===== src/rtl/control_unit.sv =====
// control_unit: opcode-driven control sequencer for the hmc-6502 core.
// Alternates a fetch cycle (latch opcode) with that opcode's micro-steps.
//
// Ports:
//   ph1      in   1  clock, all state updates on its rising edge
//   reset    in   1  synchronous active-high reset
//   data_in  in   8  opcode byte, sampled only in fetch cycles
//   controls out  4  control word for the current cycle
module control_unit (
    input  logic       ph1,
    input  logic       reset,
    input  logic [7:0] data_in,
    output logic [3:0] controls
);

    // op_en_reg = 1 marks a fetch cycle
    logic       op_en_reg;
    logic [7:0] opcode;
    logic [1:0] step;

    logic       op_en_next;
    logic [7:0] opcode_next;
    logic [1:0] step_next;
    logic [1:0] last_step;
    logic [3:0] rom_word;

    always_ff @(posedge ph1) begin
        if (reset) begin
            op_en_reg <= 1'b1;
            opcode    <= 8'h00;
            step      <= 2'd0;
        end else begin
            op_en_reg <= op_en_next;
            opcode    <= opcode_next;
            step      <= step_next;
        end
    end

    // Index of the final micro-step; unknown opcodes behave as 0x00
    always_comb begin
        last_step = 2'd0;
        case (opcode)
            8'h01:   last_step = 2'd2;
            8'h02:   last_step = 2'd1;
            8'h03:   last_step = 2'd3;
            default: last_step = 2'd0;
        endcase
    end

    // Micro-sequence ROM; unreachable steps read as 0000
    always_comb begin
        rom_word = 4'b0000;
        case ({opcode, step})
            {8'h01, 2'd0}: rom_word = 4'b0001;
            {8'h01, 2'd1}: rom_word = 4'b0010;
            {8'h01, 2'd2}: rom_word = 4'b0100;
            {8'h02, 2'd0}: rom_word = 4'b1000;
            {8'h02, 2'd1}: rom_word = 4'b1100;
            {8'h03, 2'd0}: rom_word = 4'b0011;
            {8'h03, 2'd1}: rom_word = 4'b0110;
            {8'h03, 2'd2}: rom_word = 4'b1100;
            {8'h03, 2'd3}: rom_word = 4'b1001;
            default:       rom_word = 4'b0000;
        endcase
    end

    always_comb begin
        op_en_next  = op_en_reg;
        opcode_next = opcode;
        step_next   = step;
        if (op_en_reg) begin
            opcode_next = data_in;
            step_next   = 2'd0;
            op_en_next  = 1'b0;
        end else if (step == last_step) begin
            op_en_next = 1'b1;
            step_next  = 2'd0;
        end else begin
            step_next = step + 2'd1;
        end
    end

    // Driven only from registered state, so data_in never reaches controls
    assign controls = op_en_reg ? 4'b0000 : rom_word;

endmodule


===== config.mk =====
export PLATFORM = sky130hd
export DESIGN_NAME = control_unit
export DESIGN_NICKNAME = d
export VERILOG_FILES = /design/src/rtl/control_unit.sv
export SDC_FILE = /design/constraint.sdc
export NUM_CORES = 1
export LEC_CHECK = 0
export ABC_AREA = 1
export CORE_AREA = 2 2 39 41
export CTS_CLUSTER_DIAMETER = 120
export DETAILED_ROUTE_END_ITERATION = 10
export DIE_AREA = 0 0 41 43
export HOLD_SLACK_MARGIN = 0.02
export PLACE_DENSITY = 0.71
export SLEW_MARGIN = 5
export SYNTH_ARGS = -nofsm -noshare
export SYNTH_HDL_FRONTEND = slang
export SYNTH_SLANG_ARGS = --single-unit

===== constraint.sdc =====
create_clock -name ph1 -period 1.4 [get_ports ph1]
set_input_delay 0.14 -clock ph1 [delete_from_list [all_inputs] [get_ports ph1]]
set_output_delay 0.14 -clock ph1 [all_outputs]
set_load 0.05 [all_outputs]

==> results of run 1 <==
power groups by stage:
| stage | logic [uW] | registers [uW] | clock network [uW] |
|---|---|---|---|
| after floorplan | 128 | 359 | 0 |
| after CTS | 215 | 362 | 226 |
| final | 231 | 366 | 225 |
| after global routing | 251 | 369 | 240 |
| after detailed placement | 185 | 364 | 0 |
| after global placement | 182 | 363 | 0 |
final cells by class:
type / count / area share (%)
well taps: 16 / 2.023
flip-flops and latches: 11 / 23.01
repair buffers: 26 / 27.05
clock inverters: 1 / 0.5057
multi-input cells: 58 / 41.59
inverters: 8 / 3.540
clock buffers: 3 / 2.276
routing by layer:
metal / global-route usage [%] / share of wire (%) / up-vias
met1: 20.52 / 37 / 284
met3: 4.712 / 3.9 / 6
met2: 33.75 / 55 / 16
met4: 13.33 / 4.5 / 0
li1: - / - / 312
met5: 0 / 0 / -
worst min-delay path by stage:
stage	to	slack, ps	cells past startpoint
2_1_floorplan	opcode[1]$_SDFFE_PP0P_	210	1
5_1_grt	opcode[6]$_SDFFE_PP0P_	460	3
4_1_cts	opcode[1]$_SDFFE_PP0P_	430	3
3_5_place_dp	opcode[6]$_SDFFE_PP0P_	510	2
3_3_place_gp	opcode[6]$_SDFFE_PP0P_	500	2
6_report	opcode[1]$_SDFFE_PP0P_	420	3
worst max-delay path, cell delays in order, from the launching register on:
cell      delay, ps
dfxtp_2         360
inv_4            50
ha_4            280
inv_4            40
nand2_4          70
o21ai_4          60
a211oi_4        240
buf_12          170
placed cells by master, fill, tap and decap left out:
master	count
a211oi_4	2
a21oi_1	4
a22oi_2	1
buf_12	4
buf_4	13
clkbuf_4	3
clkdlybuf4s50_1	9
clkinv_2	1
dfxtp_1	5
dfxtp_2	6
ha_1	2
ha_2	1
ha_4	1
inv_1	4
inv_2	2
inv_4	2
nand2_1	10
nand2_4	3
nand3_1	3
nand4_1	1
nor2_1	16
nor2_2	2
nor2_4	3
nor4b_4	1
o21ai_0	7
o21ai_4	1
synthesized netlist by cell type:
| library cell | instances |
|---|---|
| a211oi_1 | 2 |
| nand3_1 | 3 |
| nand2_1 | 12 |
| a21oi_1 | 4 |
| nor2_1 | 17 |
| ha_1 | 4 |
| nand4_1 | 1 |
| nor2_4 | 1 |
| clkbuf_2 | 1 |
| buf_2 | 1 |
| buf_4 | 1 |
| nor2_2 | 3 |
| nor4b_1 | 1 |
| a22oi_1 | 1 |
| o21ai_0 | 8 |
| inv_1 | 7 |
| dfxtp_1 | 11 |
| nand2_2 | 1 |
| inv_2 | 1 |
what timing repair did:
action,in CTS,in global routing
setup endpoints to repair,4,6
setup buffers,7,2
gates resized for setup,10,4
pin swaps,6,3
hold buffers,0,0
cells by family after synthesis:
kind of cell	Yosys count	share of synthesized area, %
AO/OA/AOI/OAI	15	14.35
flip-flops	11	38.26
buffers and inverters	11	8.260
adder cells (fa/ha/maj)	4	8.696
AND/OR/NAND/NOR	39	30.44
stage by stage:
stage	setup TNS (ps)	power, uW	cell area [um^2]	hold WS [ps]
after floorplan	-119.9	486.7	641.9	209.1
after global placement	0	545.0	844.6	497.0
after detailed placement	-33.81	549.4	844.6	505.1
after CTS	-865.4	803.3	962.2	427.3
after global routing	-994.9	859.3	989.7	455.5
final	-876.2	821.9	989.7	424.3
==> impl_metrics.tcl, run 1 <==
set metrics [dict create \
    die-area_um2 1763 \
    antenna_found_initial 0 \
    grt_first_pass_wirelength_um 2277 \
    nets 122 \
    worst_pin_slew_ps 275.8 \
    violations "setup timing" \
    routed_wl_um 1520 \
    first_iter_violations 11 \
    cts_inserted_buffers 3 \
    worstHoldPathType "input port to flip-flop" \
    antenna_cells 0 \
    dieWidth_um 41 \
    dp.cells 110 \
    final_cells 123 \
    status "finished, violations left" \
    avgRoutedWirePerCell_um 12.36 \
    rsz0062_at_grt "true" \
    ant_nets 0 \
    dp_slack_ps -33.81 \
    r2r_cells 10 \
    fin_worst_skew_ps 7.769 \
    num_rows 14 \
    cp.arrival_ps 1550 \
    ir_worst_vdd_mv 0.4897 \
    cp-start-kind "flip-flop" \
    area_growth_pct 71.96 \
    drtPass1Iterations 4 \
    yosys_register_bits 11 \
    overflow 0 \
    core_area_um2 1384 \
    cts_tree "yes" \
    grt_max_degree 10 \
    synth_area_um2 575.6 \
    io_buffers 13 \
    path_clk_slew_ps 70 \
    hold_viol 0 \
    avgSynthCellArea_um2 7.194 \
    netSwitchingFraction_pct 32.16 \
    seq_area_frac_synth_pct 38.26 \
    clock_sinks 11 \
    p_int_uw 557.6 \
    synth_warnings 0 \
    r2r-start "opcode[7]$_SDFFE_PP0P_" \
    endpoint_kind "primary output" \
    setup.worst_path.end "controls[2]" \
    synth.distinct_cells 19 \
    synth_top_area_share_pct 38.26 \
    setup_violations 4 \
    path_class "flip-flop to primary output" \
    p_seq_share_pct 44.5 \
    max_freq_mhz 592.8 \
    period_share_pct 120.5 \
    p_switching_uw 264.3 \
    grt_pass1_vias 566 \
    netlist_top_cells_area "dfxtp_1 (38%), nor2_1 (11%), ha_1 (8.7%)" \
    largest_reg_flops 8 \
    cp.required_ps 1260 \
    powerDensity_nw_per_um2 830.5 \
    die_h_um 43 \
    syn_inst 80 \
    hpwl_um 972.5 \
    fin_util_pct 71.52 \
    clk_path_buf_depth 2 \
    drc 0 \
    period_minus_slack_ps 1687 \
    clk-insertion-delay-late_ps 280 \
    drv_slew 0 \
    root_buffer "clkbuf_4" \
    startpoint "step[1]$_SDFF_PP0_" \
    multi_input_area_um2 411.6 \
    r2r-end "step[0]$_SDFF_PP0_" \
    combPwrFrac_pct 28.1 \
    power.leakage_uw 0.0004213 \
    timing.final.ws_setup_ps -286.9 \
    regArea_um2 227.7 \
    htree_levels 1 \
    relSlewSlack_pct 81.54 \
    drive_above_1_share_pct 42.99 \
    rrSetupSlack_ps 120 \
    start_util_pct 41.59 \
    crit_fanout 2 \
    vias_per_cell 5.024 \
    dr_total_vias 618 \
    drv_cap 0 \
    yosysTopAreaCell "dfxtp_1" \
    syn-num-nets 94 \
    min-delay-start "data_in[1]" \
    fill_cells 109 \
    gp_congestion 0.7182 \
    grtUsageTotal_pct 20.16 \
    num_io_pins 14 \
    clkPwrFrac_pct 27.3 \
]
Note: power is estimated with default switching activity, not from simulation.
==> run 2: changes to the inputs <==
--- a/config.mk
+++ b/config.mk
@@ -7,3 +7,2 @@
 export LEC_CHECK = 0
-export ABC_AREA = 1
 export CORE_AREA = 2 2 39 41
@@ -12,4 +11,4 @@
 export DIE_AREA = 0 0 41 43
+export DONT_BUFFER_PORTS = 1
 export HOLD_SLACK_MARGIN = 0.02
-export PLACE_DENSITY = 0.71
 export SLEW_MARGIN = 5
--- a/constraint.sdc
+++ b/constraint.sdc
@@ -3,2 +3,2 @@
 set_output_delay 0.14 -clock ph1 [all_outputs]
-set_load 0.05 [all_outputs]
+set_load 0.1 [all_outputs]
==> impl_metrics.tcl, run 2 <==
set metrics [dict create \
    grt_max_degree 10 \
    num_rows 14 \
    yosysMostFrequentCell "nor2_1" \
    num_io_pins 14 \
    syn_inst 67 \
    cpLargestDelayFamily "simple AND/OR/NAND/NOR gates" \
    fin_worst_skew_ps 4.615 \
    timing.hold.ws_ps 23.53 \
    netlist_top_cells_area "dfxtp_1 (35%), mux2i_1 (13%), ha_1 (8.0%)" \
    avgSynthCellArea_um2 9.393 \
    fill_cells 106 \
    drtPass1Iterations 3 \
    cp.arrival_ps 1730 \
    synthTopCellsByCount "nor2_1 (12), dfxtp_1 (11), mux2i_1 (8)" \
    cts_inserted_buffers 3 \
    clock_sinks 11 \
    routed_wl_um 1442 \
    syn-num-nets 81 \
    yosysTopAreaCell "dfxtp_1" \
    seq_area_frac_synth_pct 34.99 \
    relSlewSlack_pct 76.91 \
    synth.distinct_cells 29 \
    synth_area_um2 629.4 \
    combPwrFrac_pct 28.0 \
    slowest_stage "or4_4" \
    grt_pass1_vias 576 \
    yosys_register_bits 11 \
    htree_levels 1 \
    grt_first_pass_wirelength_um 2325 \
    synth_warnings 0 \
    endpoint_kind "primary output" \
    netSwitchingFraction_pct 29.29 \
    cts_tree "yes" \
    status "finished, violations left" \
    grtUsageTotal_pct 19.53 \
    root_buffer "clkbuf_4" \
    largest_reg_flops 8 \
    vias_per_cell 5.346 \
    synth-edff-count 0 \
    ir_worst_vdd_mv 0.8321 \
    dieWidth_um 41 \
    violations "setup timing" \
    io_buffers 0 \
    antenna_cells 0 \
    first_iter_violations 3 \
    ant_nets 0 \
    worstHoldPathType "input port to flip-flop" \
    clk_path_buf_depth 2 \
    fin_tns_setup_ps -1781 \
    crit_fanout 2 \
    ys.flop_type "dfxtp_1" \
    antenna_found_initial 0 \
    die-area_um2 1763 \
    area_growth_pct 57.26 \
    nets 106 \
    powerDensity_nw_per_um2 801.8 \
    core_area_um2 1384 \
    p_switching_uw 232.5 \
    final_common_cell "buf_4" \
    drc 0 \
    dp_slack_ps -163.1 \
    clkPwrFrac_pct 27.1 \
    critPathMaxStageDelay_ps 570 \
    rsz0062_at_grt "true" \
    layout_common_cells "buf_4 (15), nor2_1 (12), mux2i_1 (8), dfxtp_1 (6), buf_12 (4)" \
    setup_violations 5 \
    synth_top_area_share_pct 34.99 \
    hpwl_um 1116 \
    drive_above_1_share_pct 50.55 \
    timing.final.ws_setup_ps -472.5 \
    p_int_uw 561.1 \
    async_reset_ff_share_pct 0 \
    avgRoutedWirePerCell_um 13.48 \
    start_util_pct 45.48 \
    power.leakage_uw 0.0004026 \
    die_h_um 43 \
    path_class "flip-flop to primary output" \
    hold_viol 0 \
    cp-start-kind "flip-flop" \
    drv_cap 0 \
    overflow 0 \
    cp.buffers_inverters 1 \
    max_freq_mhz 534.0 \
    drv_slew 0 \
    period_share_pct 133.8 \
    p_seq_share_pct 44.9 \
    period_minus_slack_ps 1873 \
    cp_cell_sequence "or4_4 > nor4_4 > and3_4 > buf_12" \
    path_clk_slew_ps 70 \
    gp_congestion 0.7917 \
    clk-insertion-delay-late_ps 260 \
    dr_total_vias 572 \
    cp.required_ps 1260 \
    worst_pin_slew_ps 345.2 \
]
[run 2: cell count changes after synthesis, moves of 2 or more]
cell,previous run,this run
nand3_1,3,0
nor2_2,3,0
a21oi_1,4,2
nand3b_1,0,2
nand2_1,12,4
inv_1,7,2
mux2i_1,0,8
nor3_1,0,2
nor2_1,17,12
o21ai_0,8,1
[run 2: worst reg2reg max path, cell delays in order (launching register included)]
cell and delay [ps]:
dfxtp_2 330, buf_6 110, nor4_4 260, buf_4 160
o211ai_1 110, a221o_1 350
[run 2: final timing paths]
path | end | slack, ps | from | cells after the start
setup / recovery | controls[3] | -470 | opcode[7]$_SDFFE_PP0P_ | 4
hold / removal | opcode[5]$_SDFFE_PP0P_ | 20 | data_in[5] | 2
setup reg to reg | op_en_reg$_SDFF_PP1_ | -30 | opcode[7]$_SDFFE_PP0P_ | 5
hold reg to reg | opcode[3]$_SDFFE_PP0P_ | 540 | opcode[3]$_SDFFE_PP0P_ | 2
[run 2: logic make-up (layout without fill, tap and decap cells)]
group | after synthesis | in the layout | synth area share [%]
compound gates | 10 | 10 | 12.13
xor+xnor | 1 | 1 | 1.392
fa+ha+maj | 4 | 4 | 7.953
buf+inv | 5 | 29 | 3.777
flops | 11 | 11 | 34.99
mux | 9 | 9 | 14.51
simple gates | 27 | 27 | 25.25
[run 2: metrics by stage]
stage	utilization, %	total power, uW	cell area [um^2]	std cells
final	71.52	793.5	989.7	107
after global routing	71.52	831.2	989.7	107
after CTS	68.99	777.4	954.7	106
after detailed placement	65.46	553.3	905.9	100
after global placement	65.46	549.0	905.9	100
after floorplan	-	485.2	701.9	67
[run 2: area by class of cell]
cell class | count | area (um^2) | share of cell area, %
Inverter | 2 | 7.507 | 0.7585
Multi-Input combinational cell | 51 | 467.9 | 47.28
Clock buffer | 4 | 26.28 | 2.655
Tap cell | 16 | 20.02 | 2.023
Timing Repair Buffer | 23 | 236.5 | 23.89
Sequential cell | 11 | 231.5 | 23.39
[run 2: per-layer routing]
| layer | wire length, um | share of wire, % | up-vias | global-route usage, % |
|---|---|---|---|---|
| li1 | - | - | 290 | - |
| met1 | 550 | 38 | 272 | 20.13 |
| met2 | 850 | 59 | 8 | 34.69 |
| met3 | 31 | 2.1 | 2 | 2.094 |
| met4 | 9 | 0.62 | 0 | 11.33 |
| met5 | 0 | 0 | - | 0 |
[run 2: power groups by stage]
stage / sequential, uW / clock (uW) / combinational [uW]
final: 357 / 215 / 222
after global routing: 359 / 233 / 239
after CTS: 355 / 217 / 205
after detailed placement: 361 / 0 / 192
after global placement: 361 / 0 / 188
after floorplan: 362 / 0 / 123
[run 2: timing repair]
action,in CTS,in global routing
resized for setup,2,6
hold endpoints to repair,9,0
pin swaps,0,6
setup buffers,1,2
setup endpoints to repair,4,7
hold buffers,1,0
==> run 3: changes to the inputs <==
Settings changed: PLACE_DENSITY set to 0.66.
==> impl_metrics.tcl, run 3 (synthesis gave the netlist of run 2 again) <==
set metrics [dict create \
    status "finished, violations left" \
    violations "setup timing" \
    cp_cell_sequence "or4_4 > nor4_4 > and3_4 > buf_12" \
    max_freq_mhz 535.5 \
    num_io_pins 14 \
    overflow 0 \
    drv_cap 0 \
    fin_worst_skew_ps 0.8241 \
    cpLargestDelayFamily "simple AND/OR/NAND/NOR gates" \
    vias_per_cell 5.529 \
    critPathMaxStageDelay_ps 540 \
    p_total_uw 761.5 \
    cts_tree "yes" \
    die_h_um 43 \
    clk_path_buf_depth 2 \
    dp_slack_ps -210.8 \
    r2r-start "opcode[2]$_SDFFE_PP0P_" \
    ant_nets 0 \
    hpwl_um 1050 \
    cp-start-kind "flip-flop" \
    rrSetupSlack_ps 10 \
    first_iter_violations 10 \
    cp.required_ps 1260 \
    crit_fanout 3 \
    start_util_pct 45.48 \
    worst_pin_slew_ps 336.7 \
    htree_levels 1 \
    grtUsageTotal_pct 20.30 \
    setup_violations 4 \
    grt_first_pass_wirelength_um 2394 \
    rsz0062_at_grt "true" \
    timing.final.ws_setup_ps -467.6 \
    endpoint_kind "primary output" \
    antenna_cells 0 \
    dr_total_vias 575 \
    root_buffer "clkbuf_4" \
    gp_congestion 0.8526 \
    num_rows 14 \
    ir_worst_vdd_mv 0.5307 \
    layout_common_cells "nor2_1 (12), buf_4 (12), mux2i_1 (8), dfxtp_1 (6), buf_12 (4)" \
    grt_pass1_vias 585 \
    period_minus_slack_ps 1868 \
    drv_slew 0 \
    cp.buffers_inverters 1 \
    worstHoldPathType "input port to flip-flop" \
    hold_path_end "opcode[4]$_SDFFE_PP0P_" \
    cts_inserted_buffers 3 \
    clock_sinks 11 \
    drc 0 \
    core_area_um2 1384 \
    timing.hold.ws_ps 29.79 \
    powerDensity_nw_per_um2 799.7 \
    fin_tns_setup_ps -1444 \
    relSlewSlack_pct 77.31 \
    whs_path_depth 2 \
    dieWidth_um 41 \
    drtPass1Iterations 2 \
    drive_above_1_share_pct 45.45 \
    area_growth_pct 51.29 \
    cp.arrival_ps 1730 \
    largest_reg_flops 8 \
    min-delay-start "data_in[4]" \
    io_buffers 0 \
    r2r-end "op_en_reg$_SDFF_PP1_" \
    hold_viol 0 \
    r2r_cells 5 \
    slowest_stage "or4_4" \
    antenna_found_initial 0 \
    path_class "flip-flop to primary output" \
    power.leakage_uw 0.0003857 \
    path_clk_slew_ps 70 \
    period_share_pct 133.4 \
    die-area_um2 1763 \
    routed_wl_um 1360 \
    grt_max_degree 10 \
    clk-insertion-delay-late_ps 260 \
    nets 103 \
    avgRoutedWirePerCell_um 13.08 \
]
## run 3: cell count changes in the layout (fill, tap and decap cells not counted)
cell and change:
nor3_2 +1, buf_6 -2, buf_4 -3, a31oi_2 -1
nor3_4 -1, dlygate4sd3_1 +2, a31oi_1 +1
## run 3: power by group
| group | switching (uW) | internal (uW) |
|---|---|---|
| Sequential | 24.8 | 332 |
| Combinational | 91.5 | 100 |
| Clock | 103 | 110 |
| Total | 220 | 542 |
## run 3: through the flow
| step | cells | util [%] | area (um^2) |
|---|---|---|---|
| global route | 104 | 68.81 | 952.2 |
| detailed placement | 96 | 63.29 | 875.8 |
| finish | 104 | 68.81 | 952.2 |
| floorplan | 67 | - | 701.9 |
| CTS | 103 | 67.72 | 937.1 |
| global placement | 96 | 63.29 | 875.8 |
## run 3: area by class of cell
class,instances,area [um^2]
Timing Repair Buffer,20,211.5
Clock buffer,4,26.28
Fill cell,109,431.7
Multi-Input combinational cell,51,455.4
Inverter,2,7.507
Tap cell,16,20.02
Sequential cell,11,231.5
## run 3: worst register-to-register path, stage by stage, from the launching register on
cell      delay (ps)
dfxtp_2          330
buf_4            130
nor4_4           240
buf_4            160
o211ai_1         120
a221o_1          310
## run 3: how the worst max path moves through the flow
stage,from,to,slack (ps),depth (start not counted)
global placement,opcode[6]$_SDFFE_PP0P_,controls[3],-180,4
floorplan,opcode[3]$_SDFFE_PP0P_,controls[0],-500,3
detailed placement,opcode[6]$_SDFFE_PP0P_,controls[3],-210,4
global route,opcode[6]$_SDFFE_PP0P_,controls[3],-540,4
CTS,opcode[6]$_SDFFE_PP0P_,controls[3],-490,4
finish,opcode[6]$_SDFFE_PP0P_,controls[3],-470,4
## run 3: metal layers
| layer | vias up | track usage (%) | wire, um |
|---|---|---|---|
| li1 | 285 | - | - |
| met1 | 271 | 21.00 | 513 |
| met2 | 13 | 34.38 | 763 |
| met3 | 6 | 1.571 | 37 |
| met4 | 0 | 16.00 | 46 |
| met5 | - | 0 | 0 |
## run 3: timing repair
item	CTS	global route
hold buffers	3	0
endpoints found under the hold margin	9	0
setup buffers	0	1
pin swaps	1	2
resized for setup	2	2
endpoints found under the setup margin	4	5
